### src/rtl/alu_seq_pkg.sv
// alu_seq_pkg
//   Shared definitions for the ALU command sequencer: ALU op codes,
//   positions of the {N,Z,C,V} flag bits, and the sequencer state encoding.
package alu_seq_pkg;

    localparam logic [2:0] OP_ADD  = 3'b000;
    localparam logic [2:0] OP_SUB  = 3'b001;
    localparam logic [2:0] OP_AND  = 3'b010;
    localparam logic [2:0] OP_OR   = 3'b011;
    localparam logic [2:0] OP_XOR  = 3'b100;
    localparam logic [2:0] OP_CONV = 3'b101;
    localparam logic [2:0] OP_RSV6 = 3'b110;
    localparam logic [2:0] OP_RSV7 = 3'b111;

    localparam int FLAG_N = 3;
    localparam int FLAG_Z = 2;
    localparam int FLAG_C = 1;
    localparam int FLAG_V = 0;

    typedef enum logic [1:0] {
        S_IDLE   = 2'd0,
        S_EXEC   = 2'd1,
        S_RETIRE = 2'd2
    } seq_state_t;

    function automatic logic op_reserved(input logic [2:0] op);
        return (op == OP_RSV6) || (op == OP_RSV7);
    endfunction

endpackage

### src/rtl/alu_regfile.sv
// alu_regfile
//   NREGS x WIDTH register file with three combinational read ports.
//   It has one write port made of two enable/address/data lanes: the
//   writeback lane and the host load lane. The sequencer decides which
//   lanes fire (it drops a load that hits the writeback address), so at most
//   one lane targets any given register on a clock edge.
// Ports
//   clk, reset                 clock, synchronous active-high reset (clears all)
//   wb_en/wb_addr/wb_data      writeback lane
//   ld_en/ld_addr/ld_data      host load lane
//   rn_addr/rn_data            read port for operand a
//   rm_addr/rm_data            read port for operand b
//   rd_addr/rd_data            host read port
module alu_regfile #(
    parameter int WIDTH = 5,
    parameter int NREGS = 4,
    parameter int RAW   = 2
) (
    input  logic             clk,
    input  logic             reset,
    input  logic             wb_en,
    input  logic [RAW-1:0]   wb_addr,
    input  logic [WIDTH-1:0] wb_data,
    input  logic             ld_en,
    input  logic [RAW-1:0]   ld_addr,
    input  logic [WIDTH-1:0] ld_data,
    input  logic [RAW-1:0]   rn_addr,
    input  logic [RAW-1:0]   rm_addr,
    input  logic [RAW-1:0]   rd_addr,
    output logic [WIDTH-1:0] rn_data,
    output logic [WIDTH-1:0] rm_data,
    output logic [WIDTH-1:0] rd_data
);

    logic [WIDTH-1:0] regs [NREGS];

    always_ff @(posedge clk) begin
        if (reset) begin
            for (int i = 0; i < NREGS; i++) begin
                regs[i] <= '0;
            end
        end else begin
            if (ld_en) regs[ld_addr] <= ld_data;
            if (wb_en) regs[wb_addr] <= wb_data;
        end
    end

    assign rn_data = regs[rn_addr];
    assign rm_data = regs[rm_addr];
    assign rd_data = regs[rd_addr];

endmodule

### src/rtl/alu_op_sequencer.sv
// alu_op_sequencer
//   Issue/writeback stage for an external combinational ALU. Accepts one
//   command per valid/ready handshake, reads operands from a local register
//   file, presents them to the ALU for one EXEC cycle, writes Result back and
//   optionally latches ALUFlags, then pulses done (or err for reserved ops).
// Ports
//   clk, reset          clock, synchronous active-high reset
//   cmd_*               command handshake and fields (op, rd, rn, rm, imm, ...)
//   a, b, ALUControl,   registered ALU drive; hold until the next accept
//   shift_input, direction
//   Result, ALUFlags    ALU response
//   flags_q             architectural {N,Z,C,V}
//   done, err           one-cycle retire pulses
//   load_*              host write port
//   rd_addr, rd_data    host combinational read port
//
// state    | meaning
// S_IDLE   | cmd_ready=1, waiting for a command
// S_EXEC   | ALU evaluating latched operands; writeback on exit edge
// S_RETIRE | done or err pulse high for this cycle
module alu_op_sequencer
    import alu_seq_pkg::*;
#(
    parameter int WIDTH = 5,
    parameter int NREGS = 4,
    parameter int RAW   = 2
) (
    input  logic             clk,
    input  logic             reset,
    input  logic             cmd_valid,
    output logic             cmd_ready,
    input  logic [2:0]       cmd_op,
    input  logic [RAW-1:0]   cmd_rd,
    input  logic [RAW-1:0]   cmd_rn,
    input  logic [RAW-1:0]   cmd_rm,
    input  logic             cmd_imm_en,
    input  logic [WIDTH-1:0] cmd_imm,
    input  logic             cmd_setflags,
    input  logic [1:0]       cmd_shift,
    input  logic             cmd_dir,
    output logic [WIDTH-1:0] a,
    output logic [WIDTH-1:0] b,
    output logic [2:0]       ALUControl,
    output logic [1:0]       shift_input,
    output logic             direction,
    input  logic [WIDTH-1:0] Result,
    input  logic [3:0]       ALUFlags,
    output logic [3:0]       flags_q,
    output logic             done,
    output logic             err,
    input  logic             load_en,
    input  logic [RAW-1:0]   load_addr,
    input  logic [WIDTH-1:0] load_data,
    input  logic [RAW-1:0]   rd_addr,
    output logic [WIDTH-1:0] rd_data
);

    seq_state_t       state;
    logic [RAW-1:0]   rd_q;
    logic             setflags_q;
    logic [WIDTH-1:0] rn_data;
    logic [WIDTH-1:0] rm_data;
    logic             wb_en;
    logic             ld_we;

    assign cmd_ready = (state == S_IDLE) && !reset;

    // Writeback takes priority: a host load to the same register on the
    // writeback edge is dropped, loads elsewhere still land.
    assign wb_en = (state == S_EXEC) && !op_reserved(ALUControl);
    assign ld_we = load_en && !(wb_en && (load_addr == rd_q));

    alu_regfile #(
        .WIDTH (WIDTH),
        .NREGS (NREGS),
        .RAW   (RAW)
    ) u_regfile (
        .clk     (clk),
        .reset   (reset),
        .wb_en   (wb_en),
        .wb_addr (rd_q),
        .wb_data (Result),
        .ld_en   (ld_we),
        .ld_addr (load_addr),
        .ld_data (load_data),
        .rn_addr (cmd_rn),
        .rm_addr (cmd_rm),
        .rd_addr (rd_addr),
        .rn_data (rn_data),
        .rm_data (rm_data),
        .rd_data (rd_data)
    );

    always_ff @(posedge clk) begin
        if (reset) begin
            state       <= S_IDLE;
            a           <= '0;
            b           <= '0;
            ALUControl  <= '0;
            shift_input <= '0;
            direction   <= 1'b0;
            rd_q        <= '0;
            setflags_q  <= 1'b0;
            flags_q     <= '0;
            done        <= 1'b0;
            err         <= 1'b0;
        end else begin
            done <= 1'b0;
            err  <= 1'b0;
            case (state)
                S_IDLE: begin
                    // Operands come from the pre-edge register contents, so a
                    // same-edge host load to rn/rm is not seen by this command.
                    if (cmd_valid) begin
                        a           <= rn_data;
                        b           <= cmd_imm_en ? cmd_imm : rm_data;
                        ALUControl  <= cmd_op;
                        shift_input <= cmd_shift;
                        direction   <= cmd_dir;
                        rd_q        <= cmd_rd;
                        setflags_q  <= cmd_setflags;
                        state       <= S_EXEC;
                    end
                end
                S_EXEC: begin
                    if (op_reserved(ALUControl)) begin
                        err <= 1'b1;
                    end else begin
                        done <= 1'b1;
                        if (setflags_q) flags_q <= ALUFlags;
                    end
                    state <= S_RETIRE;
                end
                S_RETIRE: state <= S_IDLE;
                default:  state <= S_IDLE;
            endcase
        end
    end

endmodule

### config.mk
export PLATFORM = sky130hd
export DESIGN_NAME = alu_op_sequencer
export DESIGN_NICKNAME = d
export VERILOG_FILES = /design/src/rtl/alu_seq_pkg.sv /design/src/rtl/alu_regfile.sv /design/src/rtl/alu_op_sequencer.sv
export SDC_FILE = /design/constraint.sdc
export NUM_CORES = 1
export LEC_CHECK = 0
export ABC_AREA = 1
export CORE_UTILIZATION = 48
export CTS_CLUSTER_DIAMETER = 50
export DETAILED_ROUTE_END_ITERATION = 10
export PLACE_DENSITY = 0.8
export SYNTH_ARGS = -nofsm -noshare
export SYNTH_HDL_FRONTEND = slang
export SYNTH_SLANG_ARGS = --single-unit
### constraint.sdc
create_clock -name clk -period 2.3 [get_ports clk]
set_input_delay 0.575 -clock clk [delete_from_list [all_inputs] [get_ports clk]]
set_output_delay 0.575 -clock clk [all_outputs]
set_load 0.1 [all_outputs]
==> results of run 1 <==
[power groups by stage]
stage,logic (mW),clock network [mW],registers [mW]
2_1_floorplan,0.269,0,1.19
3_3_place_gp,0.703,0,0.995
3_5_place_dp,0.715,0,0.996
4_1_cts,0.718,0.499,0.977
5_1_grt,0.765,0.533,0.985
6_report,0.717,0.493,0.978
[layout make-up]
| class | instances | share of cell area [%] |
|---|---|---|
| clock buffers | 5 | 1.98 |
| clock inverters | 3 | 0.649 |
| inverters | 30 | 3.24 |
| multi-input cells | 244 | 34.6 |
| flip-flops and latches | 47 | 32.9 |
| well taps | 67 | 2.42 |
| repair buffers | 88 | 24.1 |
[Yosys cell counts]
master and n:
xnor2_1 1, nor2_2 2, clkbuf_1 10, nand4_1 2
nand2_1 70, buf_2 1, dfxtp_1 27, nand2_2 1
nor3_2 3, nand3_1 1, inv_1 28, edfxtp_1 20
a22oi_1 5, nand3_2 2, a21oi_1 17, nor3_4 1
nand4_2 1, nor2_1 70, o22ai_1 6, nor3_1 2
inv_2 2, o21ai_0 60
[cell families after synthesis]
group / after synthesis
simple gates: 155
compound gates: 88
flops: 47
buf+inv: 41
xor+xnor: 1
[worst min-delay path by stage]
stage                     slack, ps  cells after the start                           to                   startpoint
after detailed placement        470                      2       direction$_SDFFE_PP0P_       direction$_SDFFE_PP0P_
after floorplan                 460                      2      setflags_q$_SDFFE_PP0P_      setflags_q$_SDFFE_PP0P_
after CTS                       490                      2       direction$_SDFFE_PP0P_       direction$_SDFFE_PP0P_
final                           490                      2  shift_input[1]$_SDFFE_PP0P_  shift_input[1]$_SDFFE_PP0P_
after global placement          460                      2  shift_input[1]$_SDFFE_PP0P_  shift_input[1]$_SDFFE_PP0P_
after global routing            520                      2            b[4]$_SDFFE_PP0P_            b[4]$_SDFFE_PP0P_
[routing by layer]
metal | track usage, % | vias to the layer above
li1 | - | 1260
met2 | 45.9 | 112
met4 | 11.8 | 0
met5 | 0 | -
met3 | 3.18 | 19
met1 | 31.9 | 1092
[timing repair]
action,in CTS,in global routing
setup buffers,0,0
endpoints found under the hold margin,0,0
endpoints found under the setup margin,5,0
gates resized for setup,9,0
[worst min-delay path, delay by kind of cell, from the launching register on]
family           cells  cell delay [ps]
AND/OR/NAND/NOR      2              130
flip-flops           1              330
[flip-flops by register name (all words and copies together), names as in the netlist]
| name | cells |
|---|---|
| a | 5 |
| setflags_q | 1 |
| err | 1 |
| state | 2 |
| u_regfile.regs | 20 |
| direction | 1 |
| shift_input | 2 |
| done | 1 |
| ALUControl | 3 |
| b | 5 |
| flags_q | 4 |
| rd_q | 2 |
[per-stage QoR]
step,cells,setup TNS (ps)
floorplan,332,0
global placement,476,-267
detailed placement,476,-487
CTS,484,0
global route,484,0
finish,484,0
==> flow_summary.ini, run 1 <==
[power_and_ir_drop]
leakagePower_nw = 1.54
power_mw = 2.19
switching_share_pct = 36.9
ir_drop_uv = 399
cellPowerDensity_nw_per_um2 = 630
combinationalPowerShare_pct = 32.8
p_switching_uw = 808
clock_power_share_pct = 22.5
seqPwrFrac_pct = 44.7
power.internal_mw = 1.38

[die]
die_y_um = 72.9
initial_utilization_pct = 50.5
coreArea_um2 = 4790
num_rows = 25
io_pins = 69
die_w_um = 72.9
dieArea_um2 = 5320

[routing]
dr_wl_met2_um = 3060
dr.pass1.iters = 5
drt-vias-per-instance = 5.13
met3_wirelength_um = 438
wl_met1_um = 2590
route.vias.total = 2483
drc = 0
wl_per_cell_um = 13.0
highest_layer = met4
drt-initial-drc-count = 197
ant_nets = 0
drt-total-wl_um = 6300

[sta]
maxSlewHeadroom_pct = 75.8
hold_ws_ps = 488
finalMaxSlewViolations = 0
fin_ws_ps = 124
worstMarginPinSlew_ps = 360
final_hold_viol_count = 0
finalClockSkew_ps = 17.2
period_needed_ps = 2180
max_freq_mhz = 460
min_period_over_period_pct = 94.6
setup_viol = 0
rsz0062_at_grt = no

[finish]
antenna_cells = 0
final_cell_mix = nor2_1 (70), nand2_1 (70), o21ai_0 (58)
seqCellArea_um2 = 1140
area_growth_pct = 43.7
final_area_um2 = 3470
fin_nets = 457
post-route-util_pct = 72.5
nFillCells = 388
drive_above_1_share_pct = 19.2
multi_input_area_um2 = 1200

[synth]
ys_warn_count = 0
synth-compound-area-share_pct = 19.1
synth_cell_type_count = 22
synthAdderAreaFrac_pct = 0
synthMuxAreaShare_pct = 0
avgSynthCellArea_um2 = 7.28
syn_nets = 373
yosys.area_share.simple_pct = 26.9
synth_top_family_by_area = simple AND/OR/NAND/NOR gates
synthCells = 332
synth_top_area_share_pct = 24.9
netlist.top_cell.by_area = edfxtp_1
seq_area_frac_synth_pct = 47.2
synth_area_leaders = edfxtp_1 (25%), dfxtp_1 (22%), o21ai_0 (12%), nand2_1 (11%), nor2_1 (11%)
ys_ff_latch = 47
syn_area_um2 = 2420
synthXorXnorAreaFrac_pct = 0.363

[place]
globalplace.congestion = 0.959
hpwl_um = 4970
portBuffers = 68
place_ws_ps = -127
placed_area_um2 = 3370

[global_route]
grt_first_pass_wirelength_um = 10500
gr-usage-all-layers_pct = 26.1
grt_overflow = 0
grt_pass1_vias = 2304
grt_max_degree = 20
antenna_found_initial = 0

[setup_path]
end_kind = output port
reg2reg_depth = 6
reg2reg_slack_ps = 650
required_ps = 1730
crit_buf_inv = 4
cp-start-kind = input port
cp_slowest_cell = dlygate4sd2_1
r2r-end = u_regfile.regs[3][4]$_DFFE_PP_
worstPathArrival_ps = 1600
slowest_delay_ps = 260
cp-startpoint = rd_addr[0]
reg2reg_from = state[0]$_SDFFE_PP0P_
worst-path-stages = 6
path_cells = dlygate4sd2_1 > buf_6 > buf_4 > a21oi_1 > a21oi_4 > buf_12
crit_type = in -> out
crit_end = rd_data[4]
crit_family = buffers and inverters
crit_path_max_fanout = 6

[clocking]
clockBufferDepth = 2
clock_latency_ps = 300
cts-root-buf = clkbuf_8
ctsHtreeMaxLevel = 2
cts_tree = done
clkTransAtPathRegs_ps = 90
cts_buffers = 5
cts_sinks = 47
hold_buffers = 0

[status]
status = finished clean

[job]
drv_cap = 0

[worst_hold_path]
hold_path.class = reg -> reg
Power figures use the tool's default switching activity.
==> inputs of run 2 (changes only) <==
Settings changed: CELL_PAD_IN_SITES_DETAIL_PLACEMENT set to 1, CELL_PAD_IN_SITES_GLOBAL_PLACEMENT set to 2, CORE_UTILIZATION 48 to 26, PLACE_DENSITY 0.8 to not set, PLACE_DENSITY_LB_ADDON set to 0.1, SYNTH_HIERARCHICAL set to 1.
==> flow_summary.ini, run 2 <==
[clocking]
cts_setup_buffers = 0
hold_buffers = 0
cts_sinks = 47
cts_buffers = 5
clkTransAtPathRegs_ps = 90
cts-root-buf = clkbuf_8
clockBufferDepth = 2
ctsHtreeMaxLevel = 2
clock_latency_ps = 300
cts_tree = done
cts.repair.resized = 9

[sta]
hold_ws_ps = 472
final_hold_viol_count = 0
fin_ws_ps = 113
maxSlewHeadroom_pct = 74.7
setup_viol = 0
max_freq_mhz = 457
rsz0062_at_grt = no
finalClockSkew_ps = 14.7
period_needed_ps = 2190
min_period_over_period_pct = 95.1
fin_tns_setup_ps = 0
worstMarginPinSlew_ps = 378
finalMaxSlewViolations = 0

[synth]
synth_top_area_share_pct = 23.5
synth_area_leaders = edfxtp_1 (24%), dfxtp_1 (21%), nor2_1 (12%), nand2_1 (12%), o21ai_0 (9.8%)
synth_edf_count = 20
synth_ff_type = dfxtp_1
synthCells = 360
avgSynthCellArea_um2 = 7.10
syn_area_um2 = 2550
synth_cell_type_count = 26
ys_warn_count = 6
ys_ff_latch = 47
synth_commonest_cells = nor2_1 (82), nand2_1 (80), o21ai_0 (50)
netlist.top_cell.by_area = edfxtp_1
async_reset_ff_share_pct = 0
synth.most_common_cell = nor2_1
syn_nets = 401
seq_area_frac_synth_pct = 44.7

[setup_path]
end_kind = output port
crit_family = buffers and inverters
slowest_delay_ps = 250
crit_path_max_fanout = 6
r2r-end = u_regfile/regs[0][1]$_DFFE_PP_
reg2reg_from = state[1]$_SDFFE_PP0P_
crit_type = in -> out
required_ps = 1730
cp-start-kind = input port
crit_buf_inv = 4
worstPathArrival_ps = 1610
cp_slowest_cell = dlygate4sd2_1
cp_common_cell = buf_4
reg2reg_depth = 10
reg2reg_slack_ps = 560
path_cells = dlygate4sd2_1 > buf_4 > buf_4 > nor2_1 > o22ai_4 > buf_12

[global_route]
antenna_found_initial = 0
grt_overflow = 0
grt_max_degree = 21
gr-usage-all-layers_pct = 16.8
grt_pass1_vias = 2603
grt_first_pass_wirelength_um = 13200

[worst_hold_path]
hold_start = b[4]$_SDFFE_PP0P_
hold_path.class = reg -> reg
whs_endpoint = b[4]$_SDFFE_PP0P_
hold_depth = 2

[place]
portBuffers = 68
place_ws_ps = -164
hpwl_um = 6630
globalplace.congestion = 0.832

[die]
num_rows = 35
coreArea_um2 = 9370
die_w_um = 101
initial_utilization_pct = 27.3
io_pins = 69
dieArea_um2 = 10200
die_y_um = 101

[finish]
largest_reg_flops = 20
layout_commonest_cell = nand2_1
final_cell_mix = nand2_1 (80), nor2_1 (77), o21ai_0 (48)
area_growth_pct = 45.1
drive_above_1_share_pct = 20.2
fin_nets = 490
post-route-util_pct = 39.5
top_register = u_regfile/regs
largest_registers = u_regfile/regs (20), a (5), b (5)
antenna_cells = 0

[power_and_ir_drop]
power_mw = 2.29
clock_power_share_pct = 25.7
power.internal_mw = 1.48
ir_drop_uv = 211
combinationalPowerShare_pct = 31.6
switching_share_pct = 35.3
leakagePower_nw = 1.59
seqPwrFrac_pct = 42.7
p_switching_uw = 811
cellPowerDensity_nw_per_um2 = 619

[routing]
route.vias.total = 2646
drt-total-wl_um = 8340
drt-vias-per-instance = 4.57
wl_per_cell_um = 14.4
drc = 0
drt-initial-drc-count = 60
dr.pass1.iters = 4
ant_nets = 0

[job]
drv_cap = 0

[status]
status = finished clean
[run 2: cell count changes after synthesis, moves of 7 or more]
cell      change
nor2_1       +12
o21ai_0      -10
nand3_1      +11
nand2_1      +10
clkbuf_1      -7
inv_1         -7
o22ai_1       +9
a21oi_1       -7
[run 2: worst max path at each step]
stage,start,endpoint,slack [ps],cells past startpoint
2_1_floorplan,rd_addr[0],rd_data[3],-80,3
3_3_place_gp,rd_addr[0],rd_data[4],-160,6
3_5_place_dp,rd_addr[0],rd_data[4],-160,6
4_1_cts,rd_addr[0],rd_data[4],100,6
5_1_grt,rd_addr[0],rd_data[4],50,6
6_report,rd_addr[0],rd_data[4],110,6
[run 2: cells by family after synthesis]
| logic type | after synthesis | share of synthesized area (%) |
|---|---|---|
| compound gates | 81 | 16.6 |
| xor+xnor | 1 | 0.343 |
| buf+inv | 41 | 7.35 |
| flops | 47 | 44.7 |
| simple gates | 190 | 31.0 |
[run 2: power groups by stage]
stage	Combinational (mW)	Clock [mW]	Sequential, mW
after detailed placement	0.729	0	0.999
final	0.724	0.590	0.980
after global routing	0.776	0.642	0.987
after CTS	0.731	0.616	0.981
after global placement	0.721	0	0.999
after floorplan	0.296	0	1.16
[run 2: stage by stage]
stage	cell area, µm²	cells
6_report	3710	579
3_3_place_gp	3580	571
4_1_cts	3710	579
2_1_floorplan	2620	360
3_5_place_dp	3580	571
5_1_grt	3710	579
[run 2: final cells by class]
class,count,area [µm²]
fillers,1217,5670
flip-flops and latches,47,1140
well taps,129,161
repair buffers,93,871
clock buffers,7,108
inverters,30,114
clock inverters,1,8.76
multi-input cells,272,1300
[run 2: worst min-delay path, cell delays in order (launching register included)]
cell and delay, ps:
dfxtp_1 320, nand2_1 60, a21oi_1 50
[run 2: layer usage]
| metal | track usage (%) | vias up | part of all wire (%) |
|---|---|---|---|
| li1 | - | 1357 | - |
| met1 | 22.5 | 1233 | 48 |
| met2 | 28.6 | 51 | 47 |
| met3 | 2.42 | 5 | 3.4 |
| met4 | 4.35 | 0 | 0.84 |
| met5 | 0 | - | 0 |
